===== src/rtl/dtw_core_ctrl_v2.sv =====
// dtw_core_ctrl_v2: sequences one query per run (cfg/start in, FWFT source FIFO in, datapath control, ref address out) and emits a 4-word result packet to the sink FIFO
module dtw_core_ctrl_v2 #(
  parameter int WIDTH = 16,
  parameter int AXIS_WIDTH = 32,
  parameter int MAX_SQG = 1024,
  parameter int SQG_PTR_WIDTH = 11,
  parameter int REFMEM_PTR_WIDTH = 20
) (
  input  logic                        clk,
  input  logic                        rst,
  input  logic                        rs,
  input  logic                        abort,
  input  logic [SQG_PTR_WIDTH-1:0]    sqg_len,
  input  logic [WIDTH-1:0]            threshold,
  input  logic                        ref_load_done,
  output logic                        busy,
  output logic                        err_cfg,
  output logic                        src_fifo_rden,
  input  logic                        src_fifo_empty,
  input  logic [AXIS_WIDTH-1:0]       src_fifo_data,
  output logic                        sink_fifo_wren,
  input  logic                        sink_fifo_full,
  output logic [AXIS_WIDTH-1:0]       sink_fifo_data,
  output logic                        sink_fifo_last,
  output logic [REFMEM_PTR_WIDTH-1:0] ref_addr_out,
  output logic                        dp_rst,
  output logic                        dp_running,
  input  logic                        dp_done,
  input  logic [WIDTH-1:0]            dp_minval,
  input  logic [AXIS_WIDTH-1:0]       dp_position,
  output logic [AXIS_WIDTH-1:0]       nquery
);
  typedef enum logic [2:0] {IDLE, HDR, LOAD, RUN, DRAIN, EMIT} state_t;
  state_t state, nxt;
  logic [SQG_PTR_WIDTH-1:0] len, cnt;
  logic [WIDTH-1:0] thr, minval;
  logic [AXIS_WIDTH-1:0] qid, position;
  logic [REFMEM_PTR_WIDTH-1:0] addr, addr_inc;
  logic [1:0] widx;
  logic ab, hit, cfg_ok, start, pop, last_pop;
  assign cfg_ok = sqg_len != '0 && sqg_len <= SQG_PTR_WIDTH'(MAX_SQG);
  assign start = state == IDLE && rs && ref_load_done;
  assign pop = (state == HDR || state == LOAD || state == DRAIN) && !src_fifo_empty;
  assign last_pop = pop && cnt == len - SQG_PTR_WIDTH'(1);
  assign addr_inc = &addr ? addr : addr + REFMEM_PTR_WIDTH'(1);
  assign hit = !ab && minval <= thr;
  assign busy = state != IDLE;
  assign dp_rst = state == IDLE;
  assign src_fifo_rden = pop;
  assign dp_running = state == RUN || (state == LOAD && !src_fifo_empty);
  assign sink_fifo_wren = state == EMIT && !sink_fifo_full;
  assign sink_fifo_last = state == EMIT && widx == 2'd3;
  assign sink_fifo_data = state != EMIT ? '0 :
                          widx == 2'd0  ? qid :
                          widx == 2'd1  ? position :
                          widx == 2'd2  ? AXIS_WIDTH'(minval) : AXIS_WIDTH'({ab, hit});
  assign ref_addr_out = addr;
  always_ff @(posedge clk)
    if (rst) state <= IDLE;
    else state <= nxt;
  always_comb begin
    nxt = state;
    case (state)
      IDLE:  nxt = start && cfg_ok ? HDR : IDLE;
      HDR:   nxt = pop ? LOAD : HDR;
      LOAD:  nxt = abort ? (last_pop ? EMIT : DRAIN) : (last_pop ? RUN : LOAD);
      RUN:   nxt = dp_done || abort ? EMIT : RUN;
      DRAIN: nxt = last_pop ? EMIT : DRAIN;
      EMIT:  nxt = sink_fifo_wren && widx == 2'd3 ? IDLE : EMIT;
      default: nxt = IDLE;
    endcase
  end
  always_ff @(posedge clk)
    if (rst) begin
      len <= '0;
      thr <= '0;
      qid <= '0;
      cnt <= '0;
      addr <= '0;
      minval <= '0;
      position <= '0;
      ab <= 1'b0;
      widx <= '0;
      nquery <= '0;
      err_cfg <= 1'b0;
    end else begin
      err_cfg <= start && !cfg_ok;
      case (state)
        IDLE: begin
          addr <= '0;
          widx <= '0;
          if (start && cfg_ok) begin
            len <= sqg_len;
            thr <= threshold;
            ab <= 1'b0;
          end
        end
        HDR: if (pop) begin
          qid <= src_fifo_data;
          cnt <= '0;
        end
        LOAD: begin
          if (pop) begin
            cnt <= cnt + SQG_PTR_WIDTH'(1);
            addr <= addr_inc;
          end
          if (abort) begin
            ab <= 1'b1;
            minval <= '1;
            position <= '0;
          end
        end
        RUN: begin
          addr <= addr_inc;
          if (dp_done || abort) begin
            minval <= dp_minval;
            position <= dp_position;
            ab <= !dp_done;
          end
        end
        DRAIN: if (pop) cnt <= cnt + SQG_PTR_WIDTH'(1);
        EMIT: if (sink_fifo_wren) begin
          widx <= widx + 2'd1;
          if (widx == 2'd3) nquery <= nquery + AXIS_WIDTH'(1);
        end
        default: ;
      endcase
    end
endmodule


===== config.mk =====
export PLATFORM = sky130hd
export DESIGN_NAME = dtw_core_ctrl_v2
export DESIGN_NICKNAME = d
export VERILOG_FILES = /design/src/rtl/dtw_core_ctrl_v2.sv
export SDC_FILE = /design/constraint.sdc
export NUM_CORES = 1
export LEC_CHECK = 0
export CAP_MARGIN = 20
export CELL_PAD_IN_SITES_DETAIL_PLACEMENT = 2
export CELL_PAD_IN_SITES_GLOBAL_PLACEMENT = 2
export CORE_ASPECT_RATIO = 1.25
export CORE_MARGIN = 5
export CORE_UTILIZATION = 31
export CTS_CLUSTER_DIAMETER = 80
export DETAILED_ROUTE_END_ITERATION = 6
export PLACE_DENSITY = 0.86
export SLEW_MARGIN = 20
export SYNTH_ARGS = -nofsm -noshare
export SYNTH_HDL_FRONTEND = slang
export SYNTH_SLANG_ARGS = --single-unit

===== constraint.sdc =====
create_clock -name clk -period 4.49 [get_ports clk]
set_clock_uncertainty 0.2 [all_clocks]
set_input_delay 0.449 -clock clk [delete_from_list [all_inputs] [get_ports clk]]
set_output_delay 0.449 -clock clk [all_outputs]
set_load 0.005 [all_outputs]

==> run summary, run 1 <==
Outcome -> complete, no violations
DRT iter0 DRCs -> 328
Worst-skew pair later-pin latency -> 0.44 ns
Total number of vias -> 8746
Critical-path maximum fanout -> 2
Worst IR Drop VDD -> 0.000214 V
Place WS -> 1.30 ns
Layout Cells excl Fill -> 1655
Most common cell after layout, fill and taps aside -> clkdlybuf4s50_1
Max-slew headroom -> 32.0%
Wirelength per Cell -> 20.7 um
Clk slew on worst S/H paths -> 0.07 ns
Clock buffers created by TritonCTS -> 17
Hold wc startpoint -> position[1]
Worst Path Class, Setup -> flop to output port
Mapped Area -> 0.00896 sq mm
Fin. max-slew vios -> 0
CTS tree -> done
Critical R2R Capture -> nquery[23]
All-Layer GR Usage -> 21.1%
Crit end category -> output port
Reg2reg setup slack -> 1.69 ns
Synth unique cells -> 67
First-pass GRT wire length -> 54400 um
Fill count -> 3233
Vias per cell -> 5.28
Hpwl dp -> 24000 um
Post-Synthesis Cells -> 1130
Crit path DAT -> 2.98 ns
Max Cap Violations -> 0
Chip width -> 162 um
Dominant synthesized flop cell -> dfxtp_1
Setup TNS -> 0 ns
Hold Crit Class -> flop to flop
Largest net degree at the start of global routing -> 87
Worst r2r src -> widx[0]
Core Region -> 0.0285 sq mm
Die span in y -> 200 um
IO buf count -> 205
Final setup viols -> 0
# H-tree levels -> 4
Sink Count -> 177
Nets -> 1424
Syn_area_per_cell -> 7.93 sq um
Dpl cells -> 1621
Worst Hold Path Cells -> 2
CP required -> 3.84 ns
Synthesized flop and latch total -> 177
Ys Warns -> 0
Post-synth EDFFs -> 0
Worst-margin pin slew -> 1.02 ns
Hold Path End -> position[1]
Min Hold Slack -> 0.254 ns
Detailed Routing Iterations Pass 1 -> 4
Register area share after synthesis -> 39.6%
Drc violations -> 0
Hold Violations, Final -> 0
Async SR Flop Fraction -> 0%
Startpoint types -> flop
Hold_buf cts -> 0
Worst Setup Slack, final -> 0.859 ns
Site row count -> 69
PD cells -> 289 mW/mm^2
Most frequent cells in the layout -> 204 x clkdlybuf4s50_1, 176 x dfxtp_1, 154 x nand2_1, 154 x nor2_1, 129 x a21oi_1
Vias in the first global route -> 9857
Cells on worst reg2reg path -> 6
Layout cells sized above 1 -> 5.71%
Net Count, Synth -> 1269
Final WL -> 34300 um
Area Growth Syn to Fin -> 31.5%
# IOs -> 206
RSZ-0062 raised after global routing -> false
Initial Utilization -> 31.4%
GP Congestion -> 0.823
Post-cts resize count -> 0
Maximum root-to-sink buffer count -> 2
Grt ovf -> 0
DP Area -> 0.0112 sq mm
Finished Cell Area -> 0.0118 sq mm
Post-CTS Setup Inserts -> 0
Period Utilization, post-route -> 80.9%
Peak Freq -> 0.275 GHz
Post-route ant nets -> 0
Die Area -> 0.0324 sq mm
Initial antenna violation count -> 6
Static leakage -> 3.79 nW
Minimum clock period -> 3.63 ns
CTS root buffer -> clkbuf_16
synthesized netlist by cell type (2+ instances only):
cell / instances / share of area, %
a211oi_1: 7 / 0.59
a21o_1: 4 / 0.34
a21oi_1: 129 / 7.2
a31oi_1: 4 / 0.28
and2_1: 9 / 0.63
and3_1: 9 / 0.63
and4_1: 11 / 1.1
buf_1: 5 / 0.21
buf_2: 9 / 0.50
buf_6: 3 / 0.38
buf_8: 2 / 0.34
clkbuf_1: 58 / 2.4
dfxtp_1: 177 / 40
ha_1: 24 / 3.4
inv_1: 33 / 1.4
mux2i_1: 33 / 3.7
nand2_1: 154 / 6.5
nand2b_1: 8 / 0.56
nand3_1: 54 / 3.0
nand3b_1: 17 / 1.4
nand4_1: 25 / 1.7
nand4_2: 2 / 0.28
nor2_1: 155 / 6.5
nor2b_1: 9 / 0.63
nor3_1: 22 / 1.2
nor3_2: 11 / 1.2
nor3b_1: 16 / 1.3
nor4_1: 11 / 0.77
nor4_2: 5 / 0.70
nor4b_1: 2 / 0.20
o2111ai_1: 3 / 0.29
o211ai_1: 2 / 0.17
o21ai_0: 13 / 0.73
o21ai_1: 2 / 0.11
o311ai_0: 2 / 0.20
o31ai_1: 2 / 0.17
or3_1: 9 / 0.63
xnor2_1: 42 / 4.1
xor2_1: 19 / 1.9
through the flow:
| stage | total power [mW] | utilization, % |
|---|---|---|
| after global routing | 3.53 | 41.3 |
| after detailed placement | 1.91 | 39.3 |
| after floorplan | 1.76 | - |
| final | 3.41 | 41.3 |
| after global placement | 1.90 | 39.3 |
| after CTS | 3.45 | 41.3 |
per-layer routing:
layer	track usage, %	vias to the layer above	wire length, um
met5	0	-	55
met4	6.14	8	693
met3	5.28	54	1660
met2	39.6	172	18400
met1	23.6	4344	13400
li1	-	4168	-
worst max-delay path by stage:
stage / startpoint / endpoint / cells after the start
after floorplan: thr[9] / sink_fifo_data[0] / 7
after global placement: thr[9] / sink_fifo_data[0] / 8
after detailed placement: sqg_len[2] / thr[5] / 7
after CTS: thr[8] / sink_fifo_data[0] / 8
after global routing: thr[9] / sink_fifo_data[0] / 8
final: thr[8] / sink_fifo_data[0] / 8
flip-flops by register name, indices dropped and copies added (netlist names), 3 cells and up:
register      cells
position         32
state             3
thr              16
qid              32
ref_addr_out     20
nquery           32
minval           16
len              11
cnt              11
critical path: stages (launching register included):
cell,delay [ns]
dfxtp_1,0.34
inv_1,0.05
ha_1,0.30
and4_1,0.23
nor4b_1,0.33
nor4b_1,0.28
a2111oi_0,0.12
a211oi_1,0.32
clkdlybuf4s50_1,0.58
cells by family (layout without fill, tap and decap cells):
group,Yosys count,in the layout,synth area share (%)
XOR/XNOR,61,61,5.96
buffers and inverters,113,280,5.42
AND/OR/NAND/NOR,539,539,30.2
adder cells (fa/ha/maj),24,24,3.35
AO/OA/AOI/OAI,182,182,11.7
flip-flops,177,177,39.6
other,0,3,0
multiplexers,34,34,3.81
layout make-up:
cell class	count	area [sq um]	area share (%)
antenna	3	7.51	0.0637
clock buffer	20	457	3.88
clock inverter	11	129	1.09
inverter	35	133	1.13
multi-input combinational	840	4950	42.0
sequential	177	3540	30.1
tap	355	444	3.77
timing repair buffer	214	2120	18.0
report_power, final:
group          switching, mW  internal (mW)  leakage (nW)
combinational          0.131          0.147          2.08
sequential            0.0144           1.59          1.43
clock                  0.678          0.851         0.283
total                  0.823           2.58          3.79
Power figures use the tool's default switching activity.
==> inputs of run 2 (changes only) <==
--- a/config.mk
+++ b/config.mk
@@ -10,10 +10,10 @@
 export CELL_PAD_IN_SITES_GLOBAL_PLACEMENT = 2
 export CORE_ASPECT_RATIO = 1.25
 export CORE_MARGIN = 5
-export CORE_UTILIZATION = 31
+export CORE_UTILIZATION = 26
 export CTS_CLUSTER_DIAMETER = 80
 export DETAILED_ROUTE_END_ITERATION = 6
-export PLACE_DENSITY = 0.86
+export PLACE_DENSITY = 0.77
 export SLEW_MARGIN = 20
 export SYNTH_ARGS = -nofsm -noshare
 export SYNTH_HDL_FRONTEND = slang
==> constraint.sdc (replaced) <==
create_clock -name clk -period 3.1 [get_ports clk]
set_clock_uncertainty 0.2 [all_clocks]
set_input_delay 0.31 -clock clk [delete_from_list [all_inputs] [get_ports clk]]
set_output_delay 0.31 -clock clk [all_outputs]
set_load 0.005 [all_outputs]
==> run summary, run 2 (synthesized netlist as in run 1, its figures left out) <==
DRT iter0 DRCs -> 310 (-5.5%)
PD cells -> 408 mW/mm^2 (+41%)
GP Congestion -> 0.801 (-2.7%)
Fill count -> 3925 (+21%)
Crit end category -> output port
Detailed Routing Iterations Pass 1 -> 4 (unchanged)
First-pass GRT wire length -> 54100 um (-0.58%)
Post-route ant nets -> 0 (unchanged)
Cells on worst reg2reg path -> 6 (unchanged)
Maximum root-to-sink buffer count -> 2 (unchanged)
Max-slew headroom -> 48.6% (+17 points)
Final setup viols -> 0 (unchanged)
Sink Count -> 177 (unchanged)
Max Cap Violations -> 0 (unchanged)
Nets -> 1443 (+1.3%)
Worst Setup Slack, final -> 0.101 ns (-0.759 ns)
Outcome -> complete, no violations
CP max stage delay -> 0.52 ns (-0.06 ns)
Final core utilization -> 35.5% (-5.8 points)
Clock buffers created by TritonCTS -> 17 (unchanged)
Largest net degree at the start of global routing -> 99 (+14%)
Hpwl dp -> 24700 um (+2.8%)
Area Growth Syn to Fin -> 35.8%
Hold Violations, Final -> 0 (unchanged)
Worst Hold Path Cells -> 2 (unchanged)
Min Hold Slack -> 0.195 ns (-0.0590 ns)
Most common cell after layout, fill and taps aside -> clkdlybuf4s50_1
Worst-margin pin slew -> 0.771 ns (-0.249 ns)
Dpl cells -> 1707 (+5.3%)
Critical-path maximum fanout -> 16 (+14)
Die Area -> 0.0383 sq mm (+18%)
Most frequent cells in the layout -> 203 x clkdlybuf4s50_1, 176 x dfxtp_1, 154 x nor2_1, 153 x nand2_1, 127 x a21oi_1
Site row count -> 76 (+10%)
Largest registers -> nquery x32, position x32, qid x32
Hold_buf cts -> 0 (unchanged)
CTS root buffer -> clkbuf_16
All-Layer GR Usage -> 17.7% (-3.4 points)
Hold Crit Class -> input port to flop
Worst IR Drop VDD -> 0.000240 V (+12%)
Chip width -> 176 um (+8.6%)
Minimum clock period -> 3.00 ns
Layout Cells excl Fill -> 1749 (+5.7%)
Fin. max-slew vios -> 0 (unchanged)
Startpoint types -> flop
Period Utilization, post-route -> 96.7%
# IOs -> 206 (unchanged)
Worst Path Class, Setup -> flop to output port
CP Cell Sequence -> inv_2 -> ha_4 -> buf_6 -> nand3b_1 -> a21oi_2 -> a21oi_1 -> nor2_1 -> clkdlybuf4s50_1
Grt ovf -> 0 (unchanged)
Final WL -> 34700 um (+1.3%)
Initial antenna violation count -> 6 (unchanged)
# H-tree levels -> 4 (unchanged)
Vias per cell -> 5.05 (-4.4%)
Layout cells sized above 1 -> 7.97% (+2.3 points)
Peak Freq -> 0.333 GHz
Drc violations -> 0 (unchanged)
Initial Utilization -> 26.2% (-5.3 points)
Clk slew on worst S/H paths -> 0.07 ns (about the same)
CTS tree -> done
Core Region -> 0.0342 sq mm (+20%)
Static leakage -> 3.96 nW (+4.3%)
CP required -> 2.59 ns (-1.25 ns)
Place WS -> 0.103 ns (-1.19 ns)
IO buf count -> 205 (unchanged)
Crit path DAT -> 2.49 ns (-0.49 ns)
Wirelength per Cell -> 19.9 um (-4.1%)
RSZ-0062 raised after global routing -> true
Vias in the first global route -> 9632 (-2.3%)
Total number of vias -> 8832 (+0.98%)
Crit-path slowest cell -> clkdlybuf4s50_1
Worst-skew pair later-pin latency -> 0.44 ns (about the same)
Die span in y -> 218 um (+8.7%)
==> run 2: layout make-up <==
| type | instances | area, sq um | area share (%) |
|---|---|---|---|
| multi-input combinational | 840 | 5040 | 41.4 |
| sequential | 177 | 3540 | 29.1 |
| timing repair buffer | 233 | 2320 | 19.0 |
| tap | 429 | 537 | 4.41 |
| clock buffer | 21 | 460 | 3.78 |
| inverter | 35 | 133 | 1.09 |
| clock inverter | 11 | 130 | 1.07 |
| antenna | 3 | 7.51 | 0.0617 |
==> run 2: worst paths after layout <==
kind / from / endpoint / slack [ns]
worst max-delay path: widx[1] / sink_fifo_data[13] / 0.10
worst min-delay path: rst / cnt[0] / 0.20
worst max register to register: state[0] / ref_addr_out[15] / 0.59
worst min register to register: position[3] / position[3] / 0.26
==> run 2: critical path, delay by kind of cell (launching register included) <==
kind / cells / cell delay (ns)
AO/OA/AOI/OAI: 2 / 0.27
adder cells (fa/ha/maj): 1 / 0.23
AND/OR/NAND/NOR: 2 / 0.34
flip-flops: 1 / 0.41
buffers and inverters: 3 / 0.80
==> run 2: metal layers <==
metal	vias up	track usage [%]	share of wire, %
met4	6	4.29	1.8
li1	4214	-	-
met5	-	0	0.14
met2	162	33.4	53
met1	4416	20.2	41
met3	34	3.83	3.9
==> run 2: power by group <==
part	internal, mW	leakage (nW)	total (mW)	switching [mW]
Clock	1.24	0.288	2.22	0.981
Combinational	0.232	2.24	0.428	0.197
Sequential	2.30	1.43	2.32	0.0200
==> run 2: per-stage QoR <==
step           setup TNS (ns)  cell area, sq um  total power [mW]
2_1_floorplan               0              8960              2.55
3_3_place_gp                0             11400              2.77
3_5_place_dp                0             11400              2.78
4_1_cts               -0.0186             12100              5.03
5_1_grt              -0.00450             12200              5.17
6_report                    0             12200              4.96
==> run 2: repair_timing <==
action | in CTS | in global routing
gates resized for setup | 9 | 11
endpoints found under the hold margin | 0 | 0
setup buffers | 1 | 6
pin swaps | 1 | 2
setup endpoints to repair | 32 | 10
